File: src/rtl/id_ex_stage_if.sv
// Decode/execute boundary bundle: decode-side instruction, forwarding taps and the
// registered ALU-facing outputs. master = surrounding pipeline, slave = id_ex_stage.
interface id_ex_stage_if #(
   parameter int XLEN = 32,
   parameter int RA_W = 5
);
   logic            in_valid;
   logic            in_ready;
   logic [XLEN-1:0] in_pc;
   logic [RA_W-1:0] in_rs1;
   logic [RA_W-1:0] in_rs2;
   logic [XLEN-1:0] in_rs1_data;
   logic [XLEN-1:0] in_rs2_data;
   logic [XLEN-1:0] in_imm;
   logic            in_use_imm;
   logic            in_use_pc;
   logic [3:0]      in_alu_op;
   logic [RA_W-1:0] in_rd;
   logic            in_reg_write;

   logic            mem_fwd_we;
   logic [RA_W-1:0] mem_fwd_rd;
   logic [XLEN-1:0] mem_fwd_data;
   logic            wb_fwd_we;
   logic [RA_W-1:0] wb_fwd_rd;
   logic [XLEN-1:0] wb_fwd_data;

   logic            out_valid;
   logic            out_ready;
   logic [XLEN-1:0] alu_a;
   logic [XLEN-1:0] alu_b;
   logic [3:0]      alu_op;
   logic [RA_W-1:0] out_rd;
   logic            out_reg_write;
   logic [XLEN-1:0] out_pc;
   logic [XLEN-1:0] out_rs2_fwd;

   modport master (
      output in_valid, in_pc, in_rs1, in_rs2, in_rs1_data, in_rs2_data, in_imm,
             in_use_imm, in_use_pc, in_alu_op, in_rd, in_reg_write,
             mem_fwd_we, mem_fwd_rd, mem_fwd_data, wb_fwd_we, wb_fwd_rd, wb_fwd_data,
             out_ready,
      input  in_ready, out_valid, alu_a, alu_b, alu_op, out_rd, out_reg_write,
             out_pc, out_rs2_fwd
   );

   modport slave (
      input  in_valid, in_pc, in_rs1, in_rs2, in_rs1_data, in_rs2_data, in_imm,
             in_use_imm, in_use_pc, in_alu_op, in_rd, in_reg_write,
             mem_fwd_we, mem_fwd_rd, mem_fwd_data, wb_fwd_we, wb_fwd_rd, wb_fwd_data,
             out_ready,
      output in_ready, out_valid, alu_a, alu_b, alu_op, out_rd, out_reg_write,
             out_pc, out_rs2_fwd
   );
endinterface

File: src/rtl/id_ex_stage.sv
// ID/EX pipeline register with valid/ready backpressure, EX/MEM and MEM/WB operand
// forwarding, and final ALU operand selection.
module id_ex_stage #(
   parameter int XLEN = 32,
   parameter int RA_W = 5
) (
   input  logic          clk,
   input  logic          rst_n,
   input  logic          flush,
   id_ex_stage_if.slave  bus
);

   typedef struct packed {
      logic [XLEN-1:0] pc;
      logic [RA_W-1:0] rs1;
      logic [RA_W-1:0] rs2;
      logic [XLEN-1:0] rs1_data;
      logic [XLEN-1:0] rs2_data;
      logic [XLEN-1:0] imm;
      logic            use_imm;
      logic            use_pc;
      logic [3:0]      alu_op;
      logic [RA_W-1:0] rd;
      logic            reg_write;
   } fields_t;

   fields_t         fields_q, fields_d;
   logic            valid_q, valid_d;
   logic            in_ready;
   logic            accept;
   logic            hold;
   logic [XLEN-1:0] fwd_rs1;
   logic [XLEN-1:0] fwd_rs2;

   assign in_ready = !valid_q || bus.out_ready;
   assign accept   = bus.in_valid && in_ready && !flush;
   assign hold     = valid_q && !bus.out_ready;

   always_comb begin
      fields_d = fields_q;
      valid_d  = valid_q;
      if (flush) begin
         valid_d = 1'b0;
      end else if (accept) begin
         valid_d            = 1'b1;
         fields_d.pc        = bus.in_pc;
         fields_d.rs1       = bus.in_rs1;
         fields_d.rs2       = bus.in_rs2;
         fields_d.rs1_data  = bus.in_rs1_data;
         fields_d.rs2_data  = bus.in_rs2_data;
         fields_d.imm       = bus.in_imm;
         fields_d.use_imm   = bus.in_use_imm;
         fields_d.use_pc    = bus.in_use_pc;
         fields_d.alu_op    = bus.in_alu_op;
         fields_d.rd        = bus.in_rd;
         fields_d.reg_write = bus.in_reg_write;
      end else if (valid_q && bus.out_ready) begin
         valid_d = 1'b0;
      end
      // A value retiring through WB while stalled would otherwise be lost once it leaves the bypass.
      if (hold && bus.wb_fwd_we) begin
         if (fields_q.rs1 != '0 && bus.wb_fwd_rd == fields_q.rs1) fields_d.rs1_data = bus.wb_fwd_data;
         if (fields_q.rs2 != '0 && bus.wb_fwd_rd == fields_q.rs2) fields_d.rs2_data = bus.wb_fwd_data;
      end
   end

   always_ff @(posedge clk or negedge rst_n) begin
      if (!rst_n) begin
         valid_q  <= 1'b0;
         fields_q <= '0;
      end else begin
         valid_q  <= valid_d;
         fields_q <= fields_d;
      end
   end

   always_comb begin
      fwd_rs1 = fields_q.rs1_data;
      if (fields_q.rs1 != '0) begin
         if (bus.mem_fwd_we && bus.mem_fwd_rd == fields_q.rs1)     fwd_rs1 = bus.mem_fwd_data;
         else if (bus.wb_fwd_we && bus.wb_fwd_rd == fields_q.rs1)  fwd_rs1 = bus.wb_fwd_data;
      end
      fwd_rs2 = fields_q.rs2_data;
      if (fields_q.rs2 != '0) begin
         if (bus.mem_fwd_we && bus.mem_fwd_rd == fields_q.rs2)     fwd_rs2 = bus.mem_fwd_data;
         else if (bus.wb_fwd_we && bus.wb_fwd_rd == fields_q.rs2)  fwd_rs2 = bus.wb_fwd_data;
      end
   end

   assign bus.in_ready      = in_ready;
   assign bus.out_valid     = valid_q;
   assign bus.alu_a         = fields_q.use_pc  ? fields_q.pc  : fwd_rs1;
   assign bus.alu_b         = fields_q.use_imm ? fields_q.imm : fwd_rs2;
   assign bus.alu_op        = fields_q.alu_op;
   assign bus.out_rd        = fields_q.rd;
   assign bus.out_reg_write = fields_q.reg_write && valid_q;
   assign bus.out_pc        = fields_q.pc;
   assign bus.out_rs2_fwd   = fwd_rs2;

endmodule

File: src/flat_wrapper.sv
// flat-port wrapper written by rule: the top's interface ports become plain ports
module id_ex_stage_flat 
#(
   parameter int XLEN = 32,
   parameter int RA_W = 5
)
  (clk, rst_n, flush, bus_in_valid, bus_in_pc, bus_in_rs1, bus_in_rs2, bus_in_rs1_data, bus_in_rs2_data, bus_in_imm, bus_in_use_imm, bus_in_use_pc, bus_in_alu_op, bus_in_rd, bus_in_reg_write, bus_mem_fwd_we, bus_mem_fwd_rd, bus_mem_fwd_data, bus_wb_fwd_we, bus_wb_fwd_rd, bus_wb_fwd_data, bus_out_ready, bus_in_ready, bus_out_valid, bus_alu_a, bus_alu_b, bus_alu_op, bus_out_rd, bus_out_reg_write, bus_out_pc, bus_out_rs2_fwd);
  id_ex_stage_if #(.XLEN(XLEN), .RA_W(RA_W)) bus_i ();
  input  logic clk;
  input  logic rst_n;
  input  logic flush;
  input wire logic [$bits(bus_i.in_valid)-1:0] bus_in_valid;
  input wire logic [$bits(bus_i.in_pc)-1:0] bus_in_pc;
  input wire logic [$bits(bus_i.in_rs1)-1:0] bus_in_rs1;
  input wire logic [$bits(bus_i.in_rs2)-1:0] bus_in_rs2;
  input wire logic [$bits(bus_i.in_rs1_data)-1:0] bus_in_rs1_data;
  input wire logic [$bits(bus_i.in_rs2_data)-1:0] bus_in_rs2_data;
  input wire logic [$bits(bus_i.in_imm)-1:0] bus_in_imm;
  input wire logic [$bits(bus_i.in_use_imm)-1:0] bus_in_use_imm;
  input wire logic [$bits(bus_i.in_use_pc)-1:0] bus_in_use_pc;
  input wire logic [$bits(bus_i.in_alu_op)-1:0] bus_in_alu_op;
  input wire logic [$bits(bus_i.in_rd)-1:0] bus_in_rd;
  input wire logic [$bits(bus_i.in_reg_write)-1:0] bus_in_reg_write;
  input wire logic [$bits(bus_i.mem_fwd_we)-1:0] bus_mem_fwd_we;
  input wire logic [$bits(bus_i.mem_fwd_rd)-1:0] bus_mem_fwd_rd;
  input wire logic [$bits(bus_i.mem_fwd_data)-1:0] bus_mem_fwd_data;
  input wire logic [$bits(bus_i.wb_fwd_we)-1:0] bus_wb_fwd_we;
  input wire logic [$bits(bus_i.wb_fwd_rd)-1:0] bus_wb_fwd_rd;
  input wire logic [$bits(bus_i.wb_fwd_data)-1:0] bus_wb_fwd_data;
  input wire logic [$bits(bus_i.out_ready)-1:0] bus_out_ready;
  output wire logic [$bits(bus_i.in_ready)-1:0] bus_in_ready;
  output wire logic [$bits(bus_i.out_valid)-1:0] bus_out_valid;
  output wire logic [$bits(bus_i.alu_a)-1:0] bus_alu_a;
  output wire logic [$bits(bus_i.alu_b)-1:0] bus_alu_b;
  output wire logic [$bits(bus_i.alu_op)-1:0] bus_alu_op;
  output wire logic [$bits(bus_i.out_rd)-1:0] bus_out_rd;
  output wire logic [$bits(bus_i.out_reg_write)-1:0] bus_out_reg_write;
  output wire logic [$bits(bus_i.out_pc)-1:0] bus_out_pc;
  output wire logic [$bits(bus_i.out_rs2_fwd)-1:0] bus_out_rs2_fwd;
  assign bus_i.in_valid = bus_in_valid;
  assign bus_i.in_pc = bus_in_pc;
  assign bus_i.in_rs1 = bus_in_rs1;
  assign bus_i.in_rs2 = bus_in_rs2;
  assign bus_i.in_rs1_data = bus_in_rs1_data;
  assign bus_i.in_rs2_data = bus_in_rs2_data;
  assign bus_i.in_imm = bus_in_imm;
  assign bus_i.in_use_imm = bus_in_use_imm;
  assign bus_i.in_use_pc = bus_in_use_pc;
  assign bus_i.in_alu_op = bus_in_alu_op;
  assign bus_i.in_rd = bus_in_rd;
  assign bus_i.in_reg_write = bus_in_reg_write;
  assign bus_i.mem_fwd_we = bus_mem_fwd_we;
  assign bus_i.mem_fwd_rd = bus_mem_fwd_rd;
  assign bus_i.mem_fwd_data = bus_mem_fwd_data;
  assign bus_i.wb_fwd_we = bus_wb_fwd_we;
  assign bus_i.wb_fwd_rd = bus_wb_fwd_rd;
  assign bus_i.wb_fwd_data = bus_wb_fwd_data;
  assign bus_i.out_ready = bus_out_ready;
  assign bus_in_ready = bus_i.in_ready;
  assign bus_out_valid = bus_i.out_valid;
  assign bus_alu_a = bus_i.alu_a;
  assign bus_alu_b = bus_i.alu_b;
  assign bus_alu_op = bus_i.alu_op;
  assign bus_out_rd = bus_i.out_rd;
  assign bus_out_reg_write = bus_i.out_reg_write;
  assign bus_out_pc = bus_i.out_pc;
  assign bus_out_rs2_fwd = bus_i.out_rs2_fwd;
  id_ex_stage #(.XLEN(XLEN), .RA_W(RA_W)) u_core (.clk(clk), .rst_n(rst_n), .flush(flush), .bus(bus_i));
endmodule
File: config.mk
export PLATFORM = sky130hd
export DESIGN_NAME = id_ex_stage_flat
export DESIGN_NICKNAME = d
export VERILOG_FILES = /design/src/rtl/id_ex_stage_if.sv /design/src/rtl/id_ex_stage.sv /design/src/flat_wrapper.sv
export SDC_FILE = /design/constraint.sdc
export NUM_CORES = 1
export LEC_CHECK = 0
export ABC_AREA = 1
export CAP_MARGIN = 10
export CORE_ASPECT_RATIO = 0.7
export CORE_MARGIN = 5
export CORE_UTILIZATION = 55
export CTS_BUF_LIST = sky130_fd_sc_hd__clkbuf_4 sky130_fd_sc_hd__clkbuf_8 sky130_fd_sc_hd__clkbuf_16
export DETAILED_ROUTE_END_ITERATION = 6
export DONT_BUFFER_PORTS = 1
export MAX_ROUTING_LAYER = met4
export PLACE_DENSITY = 0.73
export SYNTH_ARGS = -nofsm -noshare
export SYNTH_HDL_FRONTEND = slang
export SYNTH_SLANG_ARGS = --single-unit
File: constraint.sdc
create_clock -name clk -period 2.45 [get_ports clk]
set_input_delay 0.735 -clock clk [delete_from_list [all_inputs] [get_ports clk]]
set_output_delay 0.735 -clock clk [all_outputs]
set_load 0.03 [all_outputs]
==> out/metrics.yaml <==
grt_max_degree: 107
dp_hpwl_um: 24200
overflow: 0
synth_cell_types: 25
netlist_area_mm2: 0.00994
hp-class: "input pin to async pin"
required_ns: 1.71
status: "complete, but fails checks"
drive_gt1_share_pct: 34.4
grt_pass1_wl_um: 52700
grt.total_usage_pct: 33.2
clk-insertion-delay-late_ns: 0.42
final_cell_mix: "nand2_1 (290), dfrtp_1 (149), nand2_4 (132)"
postSynthAreaPerCell_um2: 7.07
wire_per_inst_um: 22.7
worstSetupPathType: "flip-flop to output port"
io_pins: 371
first_pass_iters: 7
seq_area_frac_synth_pct: 38.0
syn-num-nets: 1637
synth_area_leaders: "dfrtp_1 (38%), nand2_1 (18%), mux2_2 (8.4%)"
gp_congestion: 0.922
fin_ws_ns: -0.605
maxCapViolations: 0
multiInputGateArea_mm2: 0.00642
cts_tree: "built"
final_common_cell: "nand2_1"
synthCells: 1406
cp_max_fo: 8
routed_wl_um: 37000
setup_viol: 96
cts_num_sinks: 151
synth_top_area_cell: "dfrtp_1"
hold_ws_ns: 0.134
coreArea_mm2: 0.0179
arrival_ns: 2.32
final_core_util_pct: 72.6
p_per_area_mw_per_mm2: 775
layout_min_cycle_time_ns: 3.06
cts_buffers: 17
yosysTopAreaCellShare_pct: 38.0
final_net_count: 1615
finalClockSkew_ns: 0.00872
fin_area_mm2: 0.0130
drt_iter0_markers: 1350
grt_pass1_vias: 9744
hold_viol: 0
portBuffers: 0
ir_drop_mv: 0.426
fp.dieW_um: 171
areaGrowthSynthToFinish_pct: 30.9
die-area_mm2: 0.0209
max_slew_margin_pct: 39.8
fmax_mhz: 327
yosysWarnings: 0
violations: "DRC, setup timing"
rows: 41
cts-root-buf: "clkbuf_16"
setup_tns_ns: -49.18
cts_max_level: 4
cp-start-kind: "flip-flop"
n_fill_cell: 1326
rsz0062_at_grt: "true"
worstSetupEndpointType: "output port"
synth_seq_cells: 151
cts_buffer_depth: 2
antenna_found_initial: 1
clkTransAtPathRegs_ns: 0.07
ant_nets: 0
via_count: 9973
min_period_over_period_pct: 125
worstMarginPinSlew_ns: 0.899
drv_slew: 0
fp.dieH_um: 122
start_util_pct: 55.5
instances_no_fill: 1634
drc: 2
dp.cells: 1575
final-seq-area_mm2: 0.00378
via_per_inst: 6.10
post_dp_cell_area_mm2: 0.0110
leakage_uw: 0.00620
## report_power, final
group | internal (uW) | switching (uW) | total (uW)
Clock | 1660 | 1150 | 2810
Sequential | 2900 | 574 | 3470
Combinational | 1340 | 2460 | 3800
Total | 5890 | 4190 | 10100
## worst max-delay path, stage by stage, from the launching register on
cell	delay [ns]
dfrtp_1	0.39
inv_2	0.08
nand2_1	0.07
nand2_1	0.08
nor2_1	0.15
nand4_1	0.22
nand2_4	0.27
buf_12	0.16
buf_16	0.13
nand4_1	0.11
nand3_2	0.13
nand2_4	0.09
## registers in the layout, summed over array words and instances, names as in the netlist
| register | count |
|---|---|
| u_core.fields_q | 109 |
| u_core.bus.out_pc | 32 |
| u_core.bus.out_rd | 5 |
| u_core.bus.alu_op | 4 |
| u_core.bus.out_valid | 1 |
## per-stage QoR
step,power (uW),setup slack [ns]
2_1_floorplan,6110,-0.129
3_3_place_gp,6580,-0.298
3_5_place_dp,6640,-0.320
4_1_cts,9740,-0.455
5_1_grt,10500,-0.642
6_report,10100,-0.605
## Yosys cell counts
| master | n |
|---|---|
| clkbuf_1 | 47 |
| nand3_2 | 3 |
| nand2_1 | 474 |
| nor2_1 | 88 |
| clkinv_1 | 29 |
| a31oi_1 | 64 |
| nor3_1 | 2 |
| nor2_4 | 1 |
| nand2_2 | 4 |
| inv_1 | 116 |
| dfrtp_1 | 151 |
| nand3_4 | 1 |
| buf_4 | 45 |
| nor2_2 | 5 |
| o21a_1 | 1 |
| buf_2 | 44 |
| xnor2_1 | 3 |
| a21oi_1 | 13 |
| or2_2 | 1 |
| buf_1 | 3 |
| mux2_2 | 74 |
| nand4_1 | 95 |
| o21ai_1 | 1 |
| inv_2 | 9 |
| nand3_1 | 132 |
## cell families after synthesis
group | count (synthesis) | share of synthesized area [%]
flip-flops | 151 | 38.0
AO/OA/AOI/OAI | 79 | 4.81
multiplexers | 74 | 8.39
XOR/XNOR | 3 | 0.264
buffers and inverters | 293 | 13.3
AND/OR/NAND/NOR | 806 | 35.2
## area by class of cell
type	count	area share, %
Multi-Input combinational cell	964	49.4
Sequential cell	151	29.1
Timing Repair Buffer	96	9.82
Inverter	154	4.68
Clock buffer	19	3.43
Tap cell	236	2.27
Clock inverter	13	1.31
Antenna cell	1	0.0192
## repair_timing
action / in CTS / in global routing
endpoints found under the hold margin: 46 / 28
setup endpoints to repair: 96 / 96
gates resized for setup: 140 / 77
gates cloned: 3 / 7
pin swaps: 54 / 44
hold buffers: 2 / 7
setup buffers: 2 / 5
## routing by layer
| layer | global-route usage, % | share of wire [%] |
|---|---|---|
| met2 | 55.2 | 48 |
| met3 | 9.82 | 11 |
| met1 | 38.8 | 37 |
| met5 | - | 0 |
| met4 | 11.3 | 3.7 |
## worst paths after layout
| path | startpoint | endpoint | slack, ns | depth (start not counted) |
|---|---|---|---|---|
| max in group asynchronous | rst_n | u_core.bus.out_pc[19] | 1.01 | 1 |
| min reg2reg | u_core.fields_q[16] | u_core.fields_q[16] | 0.51 | 1 |
| min in group clk | flush | u_core.bus.out_valid | 0.37 | 1 |
| min | rst_n | u_core.fields_q[83] | 0.13 | 1 |
| max reg2reg | u_core.fields_q[109] | u_core.fields_q[49] | 0.30 | 7 |
| max | u_core.fields_q[115] | bus_alu_a[18] | -0.61 | 11 |
Note: power is estimated with default switching activity, not from simulation.
